File: config.mk
export PLATFORM = sky130hd
export DESIGN_NAME = instr_loader_flat
export DESIGN_NICKNAME = d
export VERILOG_FILES = /design/src/rtl/instr_loader_if.sv /design/src/rtl/instr_loader.sv /design/src/flat_wrapper.sv
export SDC_FILE = /design/constraint.sdc
export NUM_CORES = 1
export LEC_CHECK = 0
export ABC_AREA = 1
export BUFFER_PORTS_ARGS = -buffer_cell sky130_fd_sc_hd__buf_4
export CORE_UTILIZATION = 45
export DETAILED_ROUTE_END_ITERATION = 6
export HOLD_SLACK_MARGIN = 0.15
export PLACE_DENSITY = 0.65
export SYNTH_ARGS = -nofsm -noshare
export SYNTH_HDL_FRONTEND = slang
export SYNTH_SLANG_ARGS = --single-unit
export TNS_END_PERCENT = 100
File: constraint.sdc
create_clock -name clk -period 4.65 [get_ports clk]
set_input_delay 0.465 -clock clk [delete_from_list [all_inputs] [get_ports clk]]
set_output_delay 0.465 -clock clk [all_outputs]
set_load 0.01 [all_outputs]
File: src/rtl/instr_loader_if.sv
// Loader-facing bundle: program byte stream in, instruction-memory write port and status out.
interface instr_loader_if #(
  parameter int unsigned ADDR_W  = 6,
  parameter int unsigned INSTR_W = 26
);
  logic               start;
  logic [6:0]         len;
  logic               byte_valid;
  logic [7:0]         byte_data;
  logic               byte_ready;
  logic               mem_we;
  logic [ADDR_W-1:0]  mem_addr;
  logic [INSTR_W-1:0] mem_wdata;
  logic               cpu_hold;
  logic               busy;
  logic               done;
  logic               err;
  logic [6:0]         word_cnt;

  modport master (
    output start, len, byte_valid, byte_data,
    input  byte_ready, mem_we, mem_addr, mem_wdata, cpu_hold, busy, done, err, word_cnt
  );

  modport slave (
    input  start, len, byte_valid, byte_data,
    output byte_ready, mem_we, mem_addr, mem_wdata, cpu_hold, busy, done, err, word_cnt
  );
endinterface

File: src/rtl/instr_loader.sv
// Instruction store writer: packs big-endian byte groups into 26-bit words and writes
// them to instruction memory while holding the CPU in reset.
module instr_loader (
  input  logic          clk,
  input  logic          rst,
  instr_loader_if.slave bus
);
  localparam int unsigned ADDR_W  = 6;
  localparam int unsigned INSTR_W = 26;
  localparam int unsigned DEPTH   = 64;
  localparam int unsigned LEN_W   = 7;
  localparam int unsigned ASM_W   = INSTR_W - 8;

  typedef enum logic [1:0] {IDLE, RECV, WRITE, DONE} state_t;

  state_t           state;
  logic [LEN_W-1:0] len_q;
  logic [1:0]       idx;
  logic [ASM_W-1:0] asm_q;
  logic [LEN_W-1:0] word_cnt_inc_c;

  assign word_cnt_inc_c = bus.word_cnt + LEN_W'(1);

  always_ff @(posedge clk or negedge rst) begin
    if (!rst) begin
      state          <= IDLE;
      len_q          <= '0;
      idx            <= '0;
      asm_q          <= '0;
      bus.byte_ready <= 1'b0;
      bus.mem_we     <= 1'b0;
      bus.mem_addr   <= '0;
      bus.mem_wdata  <= '0;
      bus.cpu_hold   <= 1'b0;
      bus.busy       <= 1'b0;
      bus.done       <= 1'b0;
      bus.err        <= 1'b0;
      bus.word_cnt   <= '0;
    end else begin
      case (state)
        IDLE: begin
          if (bus.start) begin
            if (bus.len > LEN_W'(DEPTH)) begin
              bus.err <= 1'b1;
            end else begin
              bus.err      <= 1'b0;
              bus.word_cnt <= '0;
              bus.busy     <= 1'b1;
              bus.cpu_hold <= 1'b1;
              idx          <= '0;
              len_q        <= bus.len;
              if (bus.len == '0) begin
                bus.done <= 1'b1;
                state    <= DONE;
              end else begin
                bus.byte_ready <= 1'b1;
                state          <= RECV;
              end
            end
          end
        end

        RECV: begin
          if (bus.byte_valid && bus.byte_ready) begin
            case (idx)
              2'd0: begin
                // Only two payload bits live in the first byte; anything else is a corrupt stream.
                if (bus.byte_data[7:2] != 6'd0) begin
                  bus.err        <= 1'b1;
                  bus.byte_ready <= 1'b0;
                  bus.cpu_hold   <= 1'b0;
                  bus.busy       <= 1'b0;
                  state          <= IDLE;
                end else begin
                  asm_q[ASM_W-1 -: 2] <= bus.byte_data[1:0];
                  idx                 <= 2'd1;
                end
              end
              2'd1: begin
                asm_q[15:8] <= bus.byte_data;
                idx         <= 2'd2;
              end
              2'd2: begin
                asm_q[7:0] <= bus.byte_data;
                idx        <= 2'd3;
              end
              default: begin
                bus.mem_we     <= 1'b1;
                bus.mem_addr   <= bus.word_cnt[ADDR_W-1:0];
                bus.mem_wdata  <= {asm_q, bus.byte_data};
                bus.byte_ready <= 1'b0;
                idx            <= 2'd0;
                state          <= WRITE;
              end
            endcase
          end
        end

        WRITE: begin
          bus.mem_we   <= 1'b0;
          bus.word_cnt <= word_cnt_inc_c;
          if (word_cnt_inc_c == len_q) begin
            bus.done <= 1'b1;
            state    <= DONE;
          end else begin
            bus.byte_ready <= 1'b1;
            state          <= RECV;
          end
        end

        DONE: begin
          bus.done     <= 1'b0;
          bus.cpu_hold <= 1'b0;
          bus.busy     <= 1'b0;
          state        <= IDLE;
        end

        default: state <= IDLE;
      endcase
    end
  end
endmodule

File: src/flat_wrapper.sv
// flat-port wrapper written by rule: the top's interface ports become plain ports
module instr_loader_flat 
  (clk, rst, bus_start, bus_len, bus_byte_valid, bus_byte_data, bus_byte_ready, bus_mem_we, bus_mem_addr, bus_mem_wdata, bus_cpu_hold, bus_busy, bus_done, bus_err, bus_word_cnt);
  instr_loader_if bus_i ();
  input  logic clk;
  input  logic rst;
  input wire logic [$bits(bus_i.start)-1:0] bus_start;
  input wire logic [$bits(bus_i.len)-1:0] bus_len;
  input wire logic [$bits(bus_i.byte_valid)-1:0] bus_byte_valid;
  input wire logic [$bits(bus_i.byte_data)-1:0] bus_byte_data;
  output wire logic [$bits(bus_i.byte_ready)-1:0] bus_byte_ready;
  output wire logic [$bits(bus_i.mem_we)-1:0] bus_mem_we;
  output wire logic [$bits(bus_i.mem_addr)-1:0] bus_mem_addr;
  output wire logic [$bits(bus_i.mem_wdata)-1:0] bus_mem_wdata;
  output wire logic [$bits(bus_i.cpu_hold)-1:0] bus_cpu_hold;
  output wire logic [$bits(bus_i.busy)-1:0] bus_busy;
  output wire logic [$bits(bus_i.done)-1:0] bus_done;
  output wire logic [$bits(bus_i.err)-1:0] bus_err;
  output wire logic [$bits(bus_i.word_cnt)-1:0] bus_word_cnt;
  assign bus_i.start = bus_start;
  assign bus_i.len = bus_len;
  assign bus_i.byte_valid = bus_byte_valid;
  assign bus_i.byte_data = bus_byte_data;
  assign bus_byte_ready = bus_i.byte_ready;
  assign bus_mem_we = bus_i.mem_we;
  assign bus_mem_addr = bus_i.mem_addr;
  assign bus_mem_wdata = bus_i.mem_wdata;
  assign bus_cpu_hold = bus_i.cpu_hold;
  assign bus_busy = bus_i.busy;
  assign bus_done = bus_i.done;
  assign bus_err = bus_i.err;
  assign bus_word_cnt = bus_i.word_cnt;
  instr_loader u_core (.clk(clk), .rst(rst), .bus(bus_i));
endmodule
==> reports/results.tsv, run 1 <==
metric	value	unit
fin_crit_sh	45.8	%
crit_slowest_cell	dfrtp_1	
cap_violations	0	
p_leak	0.00216	uW
fillers	643	
avgSynthCellArea	8.59	um2
fin_tns_setup	0	ns
dieArea	7720	um2
start_util	47.7	%
clk_pin_slew	0.08	ns
fp.dieW	87.8	um
cp_num_buf_inv	3	
root_buffer	clkbuf_8	
p_switching	735	uW
max-vdd-ir-drop	0.313	mV
swShare	33.8	%
max_slew.worst_pin.slew	0.900	ns
critPathArrivalTime	2.36	ns
routedWlPerCell	12.7	um
run_status	finished, final reports clean	
areaGrowthSynthToFinish	23.4	%
htree_levels	3	
regToRegStartpoint	u_core.state[1]$_DFFE_PN0P_	
antenna_found_initial	0	
seq_area	1830	um2
maxSlewHeadroom	40.0	%
ys.warnings.count	0	
viasPerCell	4.94	
pwr-share-seq	41.3	%
drive_gt1_share	21.6	%
finalSetupViolCount	0	
numCtsBuffers	9	
grt_max_degree	74	
cts_resized	0	
cp_top_family	simple AND/OR/NAND/NOR gates	
post-place-ws	2.51	ns
vias	2711	
critPathMaxFanout	14	
fin_total_pwr	2180	uW
drtIter0Drc	185	
max-clock-path-buffers	2	
fin_nets	477	
gp_congestion	0.907	
first_pass_iters	4	
routed_wl	6980	um
crit_chain	inv_1, ha_1, inv_2, nor2_4, inv_2, nor2_2, mux2_1	
hold_viol	0	
rsz0062_at_grt	no	
hpwl	4950	um
core_area	6940	um2
path_class	reg2reg	
fmax	470	MHz
crit_path_start_kind	flip-flop	
p_comb_share	31.0	%
synth_nets	415	
syn-cell-area	3320	um2
pwr_density_cell	532	nW/um2
portBuffers	63	
required	4.88	ns
drc	0	
yosysTopAreaCell	dfrtp_1	
clockPowerShare	27.7	%
insertion_delay	0.35	ns
fp.dieH	87.8	um
hold_class	in2async	
grt_pass1_vias	2420	
cts_hold_buf	0	
fin_skew	0.00536	ns
drtAntennaViolNets	0	
clkSinkCount	73	
critPathLaunch	u_core.state[1]$_DFFE_PN0P_	
p_int	1440	uW
final.min_clock_period	2.13	ns
cts_tree	built	
gr-usage-all-layers	20.0	%
cpMostUsedCell	inv_2	
grt_pass1_wl	11500	um
fin_ws	2.52	ns
multi_input_area	1290	um2
ys_types	31	
synth_top_area_share	55.1	%
post_cts_buffers	0	
cp-end-kind	flip-flop	
ys_top_cells_by_area	dfrtp_1 55%, nand2_1 16%, o21ai_1 5.0%, ha_1 3.8%, inv_1 3.2%	
grt_overflow_total	0	
io_pins	64	
n_antenna_cell	0	
final_max_slew_viol_count	0	
ys_seq_area_share	55.1	%
max_stage_delay	0.43	ns
rows	30	
synth-seq-cells	73	
synth_cells	386	
[routing by layer]
metal	wire length, um	vias up	global-route usage (%)
met1	3290	1269	27.8
li1	-	1346	-
met5	0	-	0
met4	69	0	7.15
met3	390	7	6.03
met2	3230	89	29.7
[cell type report]
class	instances	share of cell area (%)
Timing Repair Buffer	64	11.7
Clock buffer	10	3.12
Inverter	36	3.30
Clock inverter	6	2.81
Tap cell	96	2.93
Sequential cell	73	44.6
Multi-Input combinational cell	264	31.5
[flip-flops by register name, indices dropped and copies added (netlist names)]
| signal | flops |
|---|---|
| u_core.bus.byte_ready | 1 |
| u_core.asm_q | 18 |
| u_core.idx | 2 |
| u_core.len_q | 7 |
| u_core.bus.err | 1 |
| u_core.bus.word_cnt | 7 |
| u_core.bus.cpu_hold | 1 |
| u_core.state | 2 |
| u_core.bus.mem_wdata | 26 |
| u_core.bus.mem_we | 1 |
| u_core.bus.mem_addr | 6 |
| u_core.bus.done | 1 |
[power by group through the flow]
stage | clock, uW | combinational [uW] | sequential, uW
2_1_floorplan | 0 | 433 | 914
3_3_place_gp | 0 | 665 | 905
3_5_place_dp | 0 | 677 | 909
4_1_cts | 619 | 682 | 898
5_1_grt | 645 | 768 | 916
6_report | 603 | 675 | 898
[logic make-up (layout without fill, tap and decap cells)]
logic type	count (synthesis)	in the layout	synth area share, %
adder cells (fa/ha/maj)	10	10	3.77
buffers and inverters	49	116	6.08
AO/OA/AOI/OAI	53	53	8.68
flip-flops	73	73	55.1
XOR/XNOR	2	2	0.528
multiplexers	7	7	2.34
AND/OR/NAND/NOR	192	192	23.5
[synth_stat cells (all sizes together)]
master	n
o22ai	5
mux2i	1
xor2	1
nand3b	4
dfrtp	73
mux2	6
a31oi	1
xnor2	1
o31ai	1
ha	10
a21oi	9
o21a	1
clkbuf	3
nand2	143
buf	10
a21o	1
nor2	29
nand3	13
nor3	2
nand4	1
inv	36
o21ai	35
[final timing paths]
path | end | slack, ns | cells after the start
max in group asynchronous | u_core.bus.mem_wdata[10]$_DFFE_PN0P_ | 3.82 | 1
min in group clk | u_core.bus.mem_wdata[3]$_DFFE_PN0P_ | 0.35 | 3
max reg2reg | u_core.asm_q[3]$_DFFE_PN0P_ | 2.52 | 7
min reg2reg | u_core.bus.mem_wdata[23]$_DFFE_PN0P_ | 0.47 | 2
max | u_core.asm_q[3]$_DFFE_PN0P_ | 2.52 | 7
min | u_core.bus.mem_wdata[13]$_DFFE_PN0P_ | 0.23 | 1
[metrics by stage]
| step | utilization, % | area, um2 | hold WS (ns) | instances |
|---|---|---|---|---|
| after floorplan | - | 3320 | 0.169 | 386 |
| after global placement | 55.4 | 3850 | 0.457 | 533 |
| after detailed placement | 55.4 | 3850 | 0.461 | 533 |
| after CTS | 58.9 | 4090 | 0.263 | 549 |
| after global routing | 58.9 | 4090 | 0.299 | 549 |
| final | 58.9 | 4090 | 0.228 | 549 |
[placed cells by master, fill, tap and decap left out]
cell,n
inv_6,1
nand2_2,2
nand3b_1,4
nor3_1,2
a21o_1,1
o21ai_0,1
clkbuf_8,9
buf_4,64
dfrtp_1,73
mux2_2,2
clkinv_4,1
a21oi_1,8
nor2_4,1
nand2_1,141
nand4_1,1
mux2_1,4
bufinv_16,3
clkbuf_1,1
inv_2,8
ha_1,10
o21ai_2,1
inv_1,28
o22ai_1,5
nor2_2,4
xor2_1,1
nor2_1,24
mux2i_1,1
o21ai_1,33
o31ai_1,1
clkinvlp_4,1
a21oi_2,1
nand3_1,13
o21a_1,1
xnor2_1,1
a31oi_1,1
(Power assumes the default switching activity.)
==> run 2: changes to the inputs <==
Settings changed: PLACE_DENSITY 0.65 to 0.68.
Clock period 4.65 ns to 1.7 ns, I/O delays scaled along.
==> run 2 against run 1 <==
Net effect: clock skew up 0.0010 ns; setup slack got worse by 2.4 ns; combinational power increased to 3.2 times the previous value; final area up 7.6%; worst hold slack worse by 0.070 ns; non-clock buffer count up 29; critical path type is now in2reg; largest cell class unchanged.
==> reports/results.tsv, run 2 (synthesis gave the netlist of run 1 again) <==
metric	value	unit	change
run_status	finished, final reports clean		
path_class	in2reg		
hold_class	in2reg		
fp.dieW	87.8	um	unchanged
p_leak	0.00229	uW	+6.5%
htree_levels	3		unchanged
gp_congestion	0.871		-4.0%
critPathArrivalTime	1.84	ns	-0.52 ns
reg_top3	u_core.bus.mem_wdata (26), u_core.asm_q (18)		
grt_pass1_vias	2650		+9.5%
drc	0		unchanged
routed_wl	7360	um	+5.4%
required	1.94	ns	-2.94 ns
layout_common_cells	136 x nand2_1, 73 x buf_4, 72 x dfrtp_1		
cts_tree	built		
finalSetupViolCount	0		unchanged
insertion_delay	0.35	ns	about the same
n_antenna_cell	0		unchanged
dieArea	7720	um2	unchanged
critPathMaxFanout	6		-8
io_pins	64		unchanged
rows	30		unchanged
routedWlPerCell	12.7	um	+0.15%
portBuffers	63		unchanged
fin_skew	0.00640	ns	+0.00105 ns
fin_crit_sh	94.4	%	
grt_pass1_wl	12400	um	+7.4%
final_util	63.4	%	+4.5 points
hold_viol	0		unchanged
first_pass_iters	5		+1
regMostFlops	u_core.bus.mem_wdata		
layout_commonest_cell	nand2_1		
max-clock-path-buffers	2		unchanged
drtAntennaViolNets	0		unchanged
clkSinkCount	73		unchanged
final_cells	578		+5.3%
viasPerCell	4.84		-2.1%
dp.cells	542		+1.7%
fmax	623	MHz	
fp.dieH	87.8	um	unchanged
gr-usage-all-layers	21.3	%	+1.3 points
clk_pin_slew	0.07	ns	about the same
fin_nets	506		+6.1%
cp-end-kind	flip-flop		
root_buffer	clkbuf_8		
drtIter0Drc	193		+4.3%
areaGrowthSynthToFinish	32.8	%	
drive_gt1_share	26.1	%	+4.5 points
core_area	6940	um2	unchanged
max-vdd-ir-drop	0.845	mV	+170%
grt_max_degree	40		-46%
antenna_found_initial	0		unchanged
final_max_slew_viol_count	0		unchanged
maxSlewHeadroom	69.6	%	+30 points
start_util	47.7	%	unchanged
vias	2795		+3.1%
numCtsBuffers	9		unchanged
crit_path_start_kind	input pin		
grt_overflow_total	0		unchanged
hpwl	5010	um	+1.3%
final.min_clock_period	1.61	ns	
largest_reg_flops	26		unchanged
max_slew.worst_pin.slew	0.456	ns	-0.444 ns
pwr_density_cell	1330	nW/um2	+150%
cap_violations	0		unchanged
[run 2: final cells by class]
cell class                      instances  area [um2]
Fill cell                             591        2540
Sequential cell                        73        1830
Multi-Input combinational cell        264        1370
Timing Repair Buffer                   93         772
Clock buffer                           10         138
Inverter                               36         138
Tap cell                               96         120
Clock inverter                          6        42.5
[run 2: stage by stage]
step | hold WS, ns | instance area, um2 | worst slack, ns | TNS (ns) | power (uW)
after detailed placement | 0.158 | 3940 | -0.0597 | -0.0684 | 4390
after global routing | 0.182 | 4400 | -0.0154 | -0.0341 | 6290
after CTS | 0.160 | 4290 | 0.0429 | 0 | 5700
after global placement | 0.161 | 3940 | 0.0401 | 0 | 4360
after floorplan | -0.126 | 3320 | 0.0653 | 0 | 3690
final | 0.158 | 4400 | 0.0948 | 0 | 5850
[run 2: timing repair]
action,in CTS,in global routing
buffers inserted,1,4
hold buffers,15,0
pin swaps,0,3
resized for setup,2,22
endpoints found under the hold margin,62,0
setup endpoints to repair,25,59
[run 2: worst paths after layout]
| check | start | to | slack [ns] | cells past startpoint |
|---|---|---|---|---|
| min in group asynchronous | rst | u_core.bus.mem_wdata[13]$_DFFE_PN0P_ | 0.32 | 2 |
| min | bus_byte_data[1] | u_core.bus.mem_wdata[1]$_DFFE_PN0P_ | 0.16 | 3 |
| max | bus_len[2] | u_core.bus.byte_ready$_DFFE_PN0P_ | 0.09 | 12 |
| max reg2reg | u_core.bus.word_cnt[1]$_DFFE_PN0P_ | u_core.bus.byte_ready$_DFFE_PN0P_ | 0.11 | 12 |
| min reg2reg | u_core.asm_q[15]$_DFFE_PN0P_ | u_core.bus.mem_wdata[23]$_DFFE_PN0P_ | 0.47 | 2 |
| max in group asynchronous | rst | u_core.idx[0]$_DFFE_PN0P_ | 0.83 | 3 |
[run 2: power by group]
part / switching [uW] / total [uW] / internal (uW)
Clock: 667 / 1240 / 571
Sequential: 278 / 2440 / 2170
Combinational: 1170 / 2170 / 999
Total: 2120 / 5850 / 3740
[run 2: per-layer routing]
metal | share of wire [%] | vias up | GRT usage [%]
li1 | - | 1407 | -
met2 | 46 | 83 | 33.0
met4 | 2.0 | 0 | 8.35
met3 | 5.6 | 15 | 6.13
met5 | 0 | - | 0
met1 | 47 | 1290 | 28.3
[run 2: worst max-delay path, stage by stage]
cell and delay (ns):
dlygate4sd3_1 0.54, buf_4 0.13, inv_2 0.05, nand4_1 0.12, o21ai_2 0.22, nand2_2 0.13
nand2_4 0.11, nand2_2 0.10, nor2_2 0.12, nand2_1 0.06, nand2_1 0.05, nand2_1 0.04
==> run 3: changes to the inputs <==
Settings changed: PLACE_DENSITY 0.68 to 0.65, TNS_END_PERCENT 100 to 50.
Clock period 1.7 ns to 1.8 ns, I/O delays scaled along.
==> run 3 against run 2 <==
Net effect: cell count fell by 1.4%; clock skew is essentially flat; worst hold slack improved by 0.0068 ns.
==> reports/results.tsv, run 3 (synthesis gave the netlist of run 1 again) <==
metric	value	unit	change
pwr-share-seq	39.9	%	-1.9 points
fp.dieW	87.8	um	unchanged
pwr_density_cell	1330	nW/um2	+0.30%
critPathMaxFanout	6		unchanged
reg_top3	u_core.bus.mem_wdata (26), u_core.asm_q (18)		
first_pass_iters	4		-1
fin_nets	498		-1.6%
critPathArrivalTime	1.92	ns	+0.08 ns
start_util	47.7	%	unchanged
n_antenna_cell	0		unchanged
gr-usage-all-layers	20.6	%	-0.63 points
hold_viol	0		unchanged
cts_tree	built		
p_comb_share	32.4	%	-4.7 points
max_stage_delay	0.54	ns	about the same
regToRegStartpoint	u_core.state[0]$_DFFE_PN0P_		
rows	30		unchanged
portBuffers	63		unchanged
fin_skew	0.00654	ns	+0.000131 ns
post-place-ws	-0.0105	ns	+0.0492 ns
vias	2729		-2.4%
antenna_found_initial	0		unchanged
crit_slowest_cell	dlygate4sd3_1		
crit_path_start_kind	input pin		
htree_levels	3		unchanged
fin_ws	0.127	ns	+0.0319 ns
drtIter0Drc	133		-31%
fin_crit_sh	93.0	%	
grt_max_degree	46		+15%
regMostFlops	u_core.bus.mem_wdata		
hold_class	in2reg		
grt_pass1_wl	12000	um	-2.9%
rsz0062_at_grt	yes		
max-clock-path-buffers	2		unchanged
gp_congestion	0.871		about the same
areaGrowthSynthToFinish	31.1	%	
path_class	in2reg		
rrSetupSlack	0.14	ns	+0.03 ns
root_buffer	clkbuf_8		
crit_chain	dlygate4sd3_1, buf_4, inv_2, nand4_1, o21ai_2, nand2_1, nand2_2, nand2_1, nor2_2, nand2_1, nand2_1, nand2_1		
fmax	598	MHz	
largest_reg_flops	26		unchanged
final_max_slew_viol_count	0		unchanged
numCtsBuffers	9		unchanged
drtAntennaViolNets	0		unchanged
fillers	605		+2.4%
clkSinkCount	73		unchanged
fin_tns_setup	0	ns	unchanged
clockPowerShare	27.7	%	+6.5 points
fp.dieH	87.8	um	unchanged
max-vdd-ir-drop	0.816	mV	-3.4%
drive_gt1_share	23.0	%	-3.1 points
p_switching	1950	uW	-7.9%
worstRegToRegCells	6		-6
cap_violations	0		unchanged
insertion_delay	0.35	ns	about the same
dieArea	7720	um2	unchanged
max_slew.worst_pin.slew	0.419	ns	-0.0369 ns
p_leak	0.00227	uW	-0.99%
cp-end-kind	flip-flop		
grt_pass1_vias	2561		-3.4%
p_int	3840	uW	+2.9%
routed_wl	7270	um	-1.3%
core_area	6940	um2	unchanged
r2r-end	u_core.bus.err$_DFFE_PN0P_		
viasPerCell	4.79		-0.99%
final.min_clock_period	1.67	ns	
layout_common_cells	141 x nand2_1, 73 x dfrtp_1, 69 x buf_4		
hpwl	5050	um	+0.75%
run_status	finished, final reports clean		
required	2.04	ns	+0.10 ns
routedWlPerCell	12.7	um	about the same
maxSlewHeadroom	72.1	%	+2.5 points
grt_overflow_total	0		unchanged
cpMostUsedCell	nand2_1		
drc	0		unchanged
layout_commonest_cell	nand2_1		
io_pins	64		unchanged
clk_pin_slew	0.08	ns	about the same
critPathLaunch	bus_len[2]		
endpoint	u_core.bus.byte_ready$_DFFE_PN0P_		
swShare	33.6	%	-2.5 points
finalSetupViolCount	0		unchanged
[run 3: worst min-delay path by stage]
stage                           from                              endpoint  slack, ns  cells after the start
global placement                 rst  u_core.bus.mem_wdata[13]$_DFFE_PN0P_       0.14                      1
finish              bus_byte_data[1]           u_core.asm_q[9]$_DFFE_PN0P_       0.16                      3
detailed placement               rst  u_core.bus.mem_wdata[13]$_DFFE_PN0P_       0.14                      1
floorplan                        rst           u_core.asm_q[0]$_DFFE_PN0P_      -0.12                      0
global route        bus_byte_data[0]           u_core.asm_q[0]$_DFFE_PN0P_       0.16                      3
CTS                 bus_byte_data[0]           u_core.asm_q[0]$_DFFE_PN0P_       0.15                      3
[run 3: cell type report]
type / instances / area, um2 / area share (%)
clock buffer: 10 / 138 / 3.17
sequential: 73 / 1830 / 42.0
timing repair buffer: 85 / 698 / 16.1
clock inverter: 6 / 113 / 2.59
tap: 96 / 120 / 2.76
multi-input combinational: 264 / 1310 / 30.2
inverter: 36 / 140 / 3.22
[run 3: worst max-delay path: cells and delay by family]
family / cells / cell delay, ns
AND/OR/NAND/NOR: 8 / 0.83
AO/OA/AOI/OAI: 1 / 0.20
buffers and inverters: 3 / 0.72
[run 3: repair_timing]
action                                 in CTS  in global routing
gates resized for setup                     1                  6
setup endpoints to repair                   1                 48
hold buffers                               14                  0
setup buffers                               0                  1
endpoints found under the hold margin      98                  0
[run 3: power groups by stage]
stage	sequential (uW)	clock, uW	combinational, uW
finish	2310	1610	1880
global route	2360	1700	2140
global placement	2310	0	1780
CTS	2300	1630	1840
detailed placement	2330	0	1800
floorplan	2360	0	1120
[run 3: per-stage QoR]
stage	instances	utilization, %	instance area (um2)	total power [uW]	hold WS [ns]
after floorplan	386	-	3320	3480	-0.116
after global placement	539	56.5	3920	4100	0.141
after detailed placement	539	56.5	3920	4130	0.142
after CTS	569	62.1	4310	5770	0.153
after global routing	570	62.6	4350	6200	0.161
final	570	62.6	4350	5790	0.164
[run 3: routing by layer]
metal	share of wire (%)	vias up	routed length, um	global-route usage, %
met5	0	-	0	0
met3	4.3	9	311	5.28
met2	46	63	3340	32.6
met1	48	1270	3520	27.8
met4	1.3	0	98	7.15
li1	-	1387	-	-
